`src/rtl/aes_sched_pkg.sv`:
```
// Shared types and constants for the AES job scheduler.
// Optional key cache is enabled by defining AES_KEY_CACHE_EN.
package aes_sched_pkg;

   localparam int unsigned BLOCK_W = 128;
   localparam int unsigned WDOG_W  = 8;

   typedef logic [BLOCK_W-1:0] block_t;
   typedef logic [WDOG_W-1:0]  wdog_t;

   typedef enum logic [2:0] {
      StIdle,
      StKeyld,
      StStart,
      StBusy,
      StResp
   } sched_state_e;

   // Port index (0/1) to one-hot requester select.
   function automatic logic [1:0] port_onehot(input logic port);
      return port ? 2'b10 : 2'b01;
   endfunction

endpackage

```
`src/rtl/rr_arbiter2.sv`:
```
// Two-way round-robin arbiter with a one-bit priority pointer.
module rr_arbiter2 (
   input  logic       clock,
   input  logic       reset,
   input  logic [1:0] req,
   input  logic       advance,
   output logic [1:0] grant
);

   logic ptr_q;

   always_comb begin
      grant = 2'b00;
      unique case (req)
         2'b01:   grant = 2'b01;
         2'b10:   grant = 2'b10;
         2'b11:   grant = ptr_q ? 2'b10 : 2'b01;
         default: grant = 2'b00;
      endcase
   end

   always_ff @(posedge clock) begin
      if (!reset) begin
         ptr_q <= 1'b0;
      end else if (advance && (grant != 2'b00)) begin
         // The winner yields priority to the other port.
         ptr_q <= grant[0];
      end
   end

endmodule

```
`src/rtl/aes_job_scheduler.sv`:
```
// Shares one AES core between two requesters: round-robin grant, key load/start sequencing,
// watchdog abort and result return. Define AES_KEY_CACHE_EN to skip reloading a repeated key.
module aes_job_scheduler
   import aes_sched_pkg::*;
#(
   parameter int unsigned TIMEOUT = 64
) (
   input  logic         clock,
   input  logic         reset,
   input  logic         io_req0_valid,
   output logic         io_req0_ready,
   input  logic [127:0] io_req0_key,
   input  logic [127:0] io_req0_data,
   input  logic         io_req0_decrypt,
   input  logic         io_req1_valid,
   output logic         io_req1_ready,
   input  logic [127:0] io_req1_key,
   input  logic [127:0] io_req1_data,
   input  logic         io_req1_decrypt,
   output logic         io_rsp0_valid,
   input  logic         io_rsp0_ready,
   output logic         io_rsp1_valid,
   input  logic         io_rsp1_ready,
   output logic [127:0] io_rsp_data,
   output logic         io_rsp_err,
   output logic [127:0] io_core_key,
   output logic [127:0] io_core_data,
   output logic         io_core_decrypt,
   output logic         io_core_key_load,
   output logic         io_core_start,
   output logic         io_core_abort,
   input  logic         io_core_done,
   input  logic [127:0] io_core_result
);

   localparam wdog_t TimeoutLim = WDOG_W'(TIMEOUT);

   sched_state_e state_q;
   logic         owner_q;
   block_t       key_q, data_q, rsp_data_q;
   logic         decrypt_q;
   logic         key_load_q, start_q, abort_q;
   logic [1:0]   rsp_valid_q;
   logic         rsp_err_q;
   wdog_t        wdog_q;

   logic [1:0]   req;
   logic [1:0]   grant;
   logic         is_idle;
   logic         advance;
   logic         sel_port;
   block_t       sel_key, sel_data;
   logic         sel_decrypt;
   logic         cache_hit;
   wdog_t        wdog_inc;
   logic         done_evt;
   logic         timeout_evt;
   logic         rsp_fire;

   assign req     = {io_req1_valid, io_req0_valid};
   assign is_idle = (state_q == StIdle);
   assign advance = is_idle && (req != 2'b00);

   rr_arbiter2 u_arb (
      .clock   (clock),
      .reset   (reset),
      .req     (req),
      .advance (advance),
      .grant   (grant)
   );

   // Ready is a pure IDLE-state acknowledge; suppressed while reset is held.
   assign io_req0_ready = reset && is_idle && grant[0];
   assign io_req1_ready = reset && is_idle && grant[1];

   assign sel_port    = grant[1];
   assign sel_key     = sel_port ? io_req1_key     : io_req0_key;
   assign sel_data    = sel_port ? io_req1_data    : io_req0_data;
   assign sel_decrypt = sel_port ? io_req1_decrypt : io_req0_decrypt;

   assign wdog_inc    = wdog_q + WDOG_W'(1);
   assign done_evt    = (state_q == StBusy) && io_core_done;
   // Done in the same cycle as expiry takes priority over the abort.
   assign timeout_evt = (state_q == StBusy) && !io_core_done && (wdog_inc == TimeoutLim);
   assign rsp_fire    = (rsp_valid_q & {io_rsp1_ready, io_rsp0_ready}) != 2'b00;

`ifdef AES_KEY_CACHE_EN
   block_t cache_key_q;
   logic   cache_valid_q;

   always_ff @(posedge clock) begin
      if (!reset) begin
         cache_key_q   <= '0;
         cache_valid_q <= 1'b0;
      end else if (timeout_evt) begin
         cache_valid_q <= 1'b0;
      end else if (state_q == StKeyld) begin
         cache_key_q   <= key_q;
         cache_valid_q <= 1'b1;
      end
   end

   assign cache_hit = cache_valid_q && (cache_key_q == sel_key);
`else
   assign cache_hit = 1'b0;
`endif

   always_ff @(posedge clock) begin
      if (!reset) begin
         state_q     <= StIdle;
         owner_q     <= 1'b0;
         key_q       <= '0;
         data_q      <= '0;
         decrypt_q   <= 1'b0;
         key_load_q  <= 1'b0;
         start_q     <= 1'b0;
         abort_q     <= 1'b0;
         rsp_valid_q <= 2'b00;
         rsp_data_q  <= '0;
         rsp_err_q   <= 1'b0;
         wdog_q      <= '0;
      end else begin
         key_load_q <= 1'b0;
         start_q    <= 1'b0;
         abort_q    <= 1'b0;
         unique case (state_q)
            StIdle: begin
               if (req != 2'b00) begin
                  owner_q   <= sel_port;
                  key_q     <= sel_key;
                  data_q    <= sel_data;
                  decrypt_q <= sel_decrypt;
                  if (cache_hit) begin
                     start_q <= 1'b1;
                     state_q <= StStart;
                  end else begin
                     key_load_q <= 1'b1;
                     state_q    <= StKeyld;
                  end
               end
            end
            StKeyld: begin
               start_q <= 1'b1;
               state_q <= StStart;
            end
            StStart: begin
               wdog_q  <= '0;
               state_q <= StBusy;
            end
            StBusy: begin
               wdog_q <= wdog_inc;
               if (done_evt) begin
                  rsp_data_q  <= io_core_result;
                  rsp_err_q   <= 1'b0;
                  rsp_valid_q <= port_onehot(owner_q);
                  state_q     <= StResp;
               end else if (timeout_evt) begin
                  abort_q     <= 1'b1;
                  rsp_data_q  <= '0;
                  rsp_err_q   <= 1'b1;
                  rsp_valid_q <= port_onehot(owner_q);
                  state_q     <= StResp;
               end
            end
            StResp: begin
               if (rsp_fire) begin
                  rsp_valid_q <= 2'b00;
                  state_q     <= StIdle;
               end
            end
            default: state_q <= StIdle;
         endcase
      end
   end

   assign io_rsp0_valid    = rsp_valid_q[0];
   assign io_rsp1_valid    = rsp_valid_q[1];
   assign io_rsp_data      = rsp_data_q;
   assign io_rsp_err       = rsp_err_q;
   assign io_core_key      = key_q;
   assign io_core_data     = data_q;
   assign io_core_decrypt  = decrypt_q;
   assign io_core_key_load = key_load_q;
   assign io_core_start    = start_q;
   assign io_core_abort    = abort_q;

endmodule

```
`config.mk`:
```
export PLATFORM = sky130hd
export DESIGN_NAME = aes_job_scheduler
export DESIGN_NICKNAME = d
export VERILOG_FILES = /design/src/rtl/aes_sched_pkg.sv /design/src/rtl/rr_arbiter2.sv /design/src/rtl/aes_job_scheduler.sv
export SDC_FILE = /design/constraint.sdc
export NUM_CORES = 1
export LEC_CHECK = 0
export CORE_AREA = 2 2 410 412
export DETAILED_ROUTE_END_ITERATION = 7
export DIE_AREA = 0 0 412 414
export PLACE_DENSITY = 0.4
export SYNTH_ARGS = -nofsm -noshare
export SYNTH_HDL_FRONTEND = slang
export SYNTH_SLANG_ARGS = --single-unit
```
`constraint.sdc`:
```
create_clock -name clock -period 2.55 [get_ports clock]
set_input_delay 0.51 -clock clock [delete_from_list [all_inputs] [get_ports clock]]
set_output_delay 0.51 -clock clock [all_outputs]
set_load 0.02 [all_outputs]
```
Word-level counts from Yosys, hierarchy flattened:

Cells that the tools add are included.

* bits in registers: 404
* bits of input ports: 649
* output and inout bits: 393

* $add $sub $neg: 1
* equal/unequal tests: 11
* muxes and demuxes: 23
* bitwise logic cells: 3
* reduce and logical (&&, ||, !) cells: 22

Operator list (count)
* $mux 128: 4
* $pmux 8 s2: 1
* $pmux 3 s5: 1
* $mux 3: 4
* $reduce_bool 2->1: 6
* $mux 2: 5
* $add 8x1->8 const B: 1
* $eq 8x7->1 const B: 1
* $logic_and 1x1->1: 8
* $eq 3x2->1 const B: 2
* $mux 1: 6
* $pmux 2 s3: 1
* $reduce_and 2->1: 3
* $reduce_and 3->1: 2
* $eq 2x2->1 const B: 2
* $pmux 2 s2: 1
* $eq 3x1->1 const B: 1
* $eq 3x3->1 const B: 1
* $logic_not 3->1: 1
* $ne 3x3->1 const B: 1
* $reduce_or 3->1: 1
* $and 2x2->2: 1
* $eq 2x1->1 const B: 1
* $ne 2x1->1 const B: 1
* 3 further kinds: 4

Depth between registers and ports, before layout:

* depth after elaboration: 6
* gate-level depth with buffers: 8
* gate-level depth less buffers: 6

By module:

A second synthesis with hierarchy kept.

* cells, all modules: 1845
* area, all modules: 17299.1 um^2

By module, submodules not included
* aes_job_scheduler: times used 1, cells an instance 1838, area each 17237.8 um^2, seq. area each 8067.7 um^2
* rr_arbiter2: times used 1, cells an instance 7, area each 61.3 um^2, seq. area each 20.0 um^2

Worst setup path after synthesis:

OpenSTA, ideal clock, no wires.

* kind: input to output
* from: input port reset
* to: output port io_req1_ready
* arrival time: 1.904 ns
* setup slack: 0.136 ns
* cell stages on the path: 5
* buffers on the path: 2
* cell sequence: buf_2 inv_1 nor2_1 clkbuf_1 nor4b_1

* cells in the longest elaborated chain, start to end: 2

Ends and longest elaborated chain
* start, declared: line aes_job_scheduler.sv:9 `input logic reset,`
* $logic_and 1x1->1 (2 in series): line aes_job_scheduler.sv:74 `assign io_req1_ready = reset && is_idle && grant[1];`
* end, declared: line aes_job_scheduler.sv:16 `output logic io_req1_ready,`

Every way passes these cells.

Worst setup path after layout:

* from: input port io_req1_valid
* to: output port io_req0_ready

* cells in the longest elaborated chain, start to end: 3
* elaborated cells between the ends (all ways): 5
* those cells by class: 3 x eq/ne; 1 x mux; 1 x reduce/logical

Ends and longest elaborated chain
* start, declared: line aes_job_scheduler.sv:15 `input logic io_req1_valid,`
* $eq 2x2->1 / $eq 2x1->1 (equally long branches): line rr_arbiter2.sv:14 `unique case (req)`
* $pmux 2 s3 *: line rr_arbiter2.sv:14
* $logic_and 1x1->1 *: line aes_job_scheduler.sv:73 `assign io_req0_ready = reset && is_idle && grant[0];`
* end, declared: line aes_job_scheduler.sv:11 `output logic io_req0_ready,`

Mark *: on every way between the ends. The rest lies on a longest branch, timed or not.

==> metrics.md <==
| Metric | Value |
|---|---|
| Die Area | `0.171 sq mm` |
| Synth unique cells | `44` |
| Max frequency | `405 MHz` |
| Gr usage total | `13.3%` |
| Ratio of cells with drive above 1 in the final layout | `6.54%` |
| Fill cells | `18548` |
| Combinational Power Share | `33.1%` |
| Vias per std cell | `3.58` |
| Post-synth top area cell | `dfxtp_1` |
| Synth Register Bits | `404` |
| Critical path startpoint category | `input pin` |
| Crit-path most repeated cell | `buf_4` |
| H-tree depth | `2` |
| Number of flops mapped to enable cells by yosys | `0` |
| CP max FO | `2` |
| Worst-Skew Late Latency | `0.64 ns` |
| Asr flop ratio synth | `0%` |
| Post-Syn Area per Cell | `9.27 sq um` |
| Count leader, synth | `dfxtp_1` |
| Ys flop type | `dfxtp_1` |
| WP data arrival | `1.96 ns` |
| NumNets Final | `3496` |
| Core area | `0.166 sq mm` |
| I/O Buffers | `1041` |
| Actual slew at the worst max-slew pin | `0.903 ns` |
| Die X | `412 um` |
| Vias in the first global route | `17968` |
| Multi-input gate area | `0.00825 sq mm` |
| Max-Cap Viols | `0` |
| Hold Crit Class | `reg2reg` |
| Slew Limit Fails | `0` |
| Drt pass-1 iters | `5` |
| Final setup vio count | `0` |
| Outcome | `finished clean` |
| Hold Slack | `0.462 ns` |
| Total wire length | `119 mm` |
| CP Class | `in2out` |
| Max stage delay on crit path | `0.54 ns` |
| Final Util | `19.5%` |
| Reg2reg path depth | `7` |
| Largest net degree at the start of global routing | `104` |
| CP endpoint kind | `primary output` |
| Post-synthesis sequential area ratio | `47.2%` |
| Area fraction of the dominant cell type after synthesis | `47.2%` |
| Synthesized net count | `2500` |
| Hpwl dp | `96.3 mm` |
| Reg power frac | `32.9%` |
| Synthesized instance count | `1850` |
| Hold Crit Start | `io_rsp_data[66]` |
| CP required | `2.04 ns` |
| Switching Fraction | `33.6%` |
| Yosys warnings | `0` |
| Reg-to-reg endpoint | `io_rsp_data[4]` |
| Synthesized area | `0.0171 sq mm` |
| GP Congestion | `0.845` |
| Synth cell count leaders | `dfxtp_1 (404), nor2_1 (274), a211oi_1 (257), mux2i_1 (257), nand2_1 (143)` |
| Fin Setup TNS | `0 ns` |
| CTS Buf Count | `56` |
| Leak pwr | `12.1 nW` |
| Tot Pwr | `24.2 mW` |
| WHS Path Cells | `2` |
| P_int | `16.0 mW` |
| Worst reg2reg path startpoint | `wdog_q[0]` |
| Area delta synth->final | `89.0%` |
| CTS tree | `yes` |
| Root Buffer | `clkbuf_16` |
| Tcrit/Tclk final | `96.8%` |
| Critical path's slowest cell | `clkdlybuf4s50_1` |
| Crit-path cells | `clkdlybuf4s50_1 -> buf_4 -> nor2_2 -> nor4_4 -> buf_4 -> and3_4 -> buf_12` |
| Worst reg2reg setup slack | `0.36 ns` |
| I/O Pins | `1042` |
| WHS Endpoint | `io_rsp_data[66]` |
| Synth top area cells | `dfxtp_1 (47%), mux2i_1 (15%), a211oi_1 (11%), nor2_1 (6.0%), a22oi_1 (5.6%)` |
| Dpl cell area | `0.0304 sq mm` |
| RSZ-0062 raised after global routing | `false` |
| Clock-pin slew on the worst setup and hold paths | `0.06 ns` |
| Period minus WS final | `2.47 ns` |
| Post-DRT Antenna Nets | `0` |
| Initial core utilization | `10.3%` |
| Initial antenna violation count | `66` |
| Core Rows | `150` |
| Pwr dens | `746 mW/mm^2` |
| DRC | `0` |
| Sequential cell area | `0.00809 sq mm` |
| Hold Fails Final Rpt | `0` |
| GRT overflow | `0` |
| Psw | `8.12 mW` |
| Clock sink count | `404` |
| Via Count | `18267` |
| WL/cell | `23.3 um` |
| Clock Tree Buf Depth | `3` |
| Worst Clk Skew | `0.0203 ns` |
| Final Cell Area | `0.0324 sq mm` |
| Height of the die | `414 um` |
| VDD IR-drop max | `0.000474 V` |
| Starting DRT DRC Count | `928` |
| Clock power frac | `34.0%` |
| Slew HR | `39.8%` |
| First-pass GRT wire length | `157 mm` |
-- stage by stage --
stage | setup slack (ns) | std cells
after global routing | 0.0176 | 5092
after global placement | -0.416 | 4990
after CTS | 0.00136 | 5091
after floorplan | 0.136 | 1850
final | 0.0814 | 5099
after detailed placement | -0.280 | 4990
-- routing by layer --
metal | part of all wire, % | global-route usage (%) | vias up
met3 | 9.0 | 5.14 | 189
met2 | 50 | 24.0 | 710
met1 | 39 | 14.8 | 8582
met5 | 0.18 | 0 | -
met4 | 1.8 | 2.23 | 32
li1 | - | - | 8754
-- how the worst max path moves through the flow --
stage / start / endpoint / slack [ns] / cells after the start
floorplan: reset / io_req1_ready / 0.14 / 5
global placement: reset / io_req1_ready / -0.42 / 6
detailed placement: reset / io_req1_ready / -0.28 / 6
CTS: io_rsp_data[126] / io_rsp_data[126] / 0.001 / 1
global route: io_req1_valid / io_req0_ready / 0.02 / 7
finish: io_req1_valid / io_req0_ready / 0.08 / 7
-- final cells by class --
class | instances | area share [%]
tap | 2204 | 8.51
antenna | 7 | 0.0541
sequential | 404 | 25.0
clock inverter | 20 | 0.768
timing repair buffer | 1119 | 35.1
inverter | 2 | 0.0463
multi-input combinational | 1263 | 25.5
clock buffer | 80 | 5.07
-- layout by cell type (no fill, tap or decap), drive strengths merged, types with 7 or more instances in the layout --
cell	n
clkdlybuf4s50	1034
dfxtp	404
nor2	275
a211oi	257
mux2i	257
nand2	143
o21ai	133
a22oi	129
buf	83
clkbuf	80
a21oi	12
clkinv	12
nor3	9
nand3	8
diode	7
-- flip-flops by register name (all words and copies together), names as in the netlist --
name / flops
io_core_abort: 1
io_rsp_data: 128
io_core_decrypt: 1
io_rsp_err: 1
state_q: 3
io_core_start: 1
rsp_valid_q: 2
owner_q: 1
io_core_key_load: 1
u_arb.ptr_q: 1
io_core_data: 128
wdog_q: 8
io_core_key: 128
-- worst max-delay path: cells and delay by family --
family                 cells  cell delay [ns]
buffers and inverters      4             1.02
AND/OR/NAND/NOR            3             0.40
-- logic make-up after synthesis --
family                   after synthesis  share of synthesized area [%]
AO/OA/AOI/OAI                        547                           22.0
AND/OR/NAND/NOR                      456                           10.5
flip-flops                           404                           47.2
multiplexers                         257                           15.0
buffers and inverters                183                           5.12
XOR/XNOR                               2                          0.102
adder cells (fa/ha/maj)                1                         0.0730
-- power groups by stage --
stage / combinational [mW] / clock (mW) / sequential (mW)
6_report: 7.99 / 8.22 / 7.96
5_1_grt: 8.56 / 8.80 / 8.08
3_3_place_gp: 8.11 / 0 / 8.05
3_5_place_dp: 8.10 / 0 / 8.07
2_1_floorplan: 2.45 / 0 / 9.17
4_1_cts: 8.15 / 8.59 / 7.96
-- repair_timing --
| item | 4_1_cts | 5_1_grt |
|---|---|---|
| hold endpoints to repair | 0 | 0 |
| setup buffers | 1 | 1 |
| endpoints found under the setup margin | 3 | 2 |
| gates cloned | 0 | 0 |
| resized for setup | 7 | 5 |
| hold buffers | 0 | 0 |
Note: power is estimated with default switching activity, not from simulation.
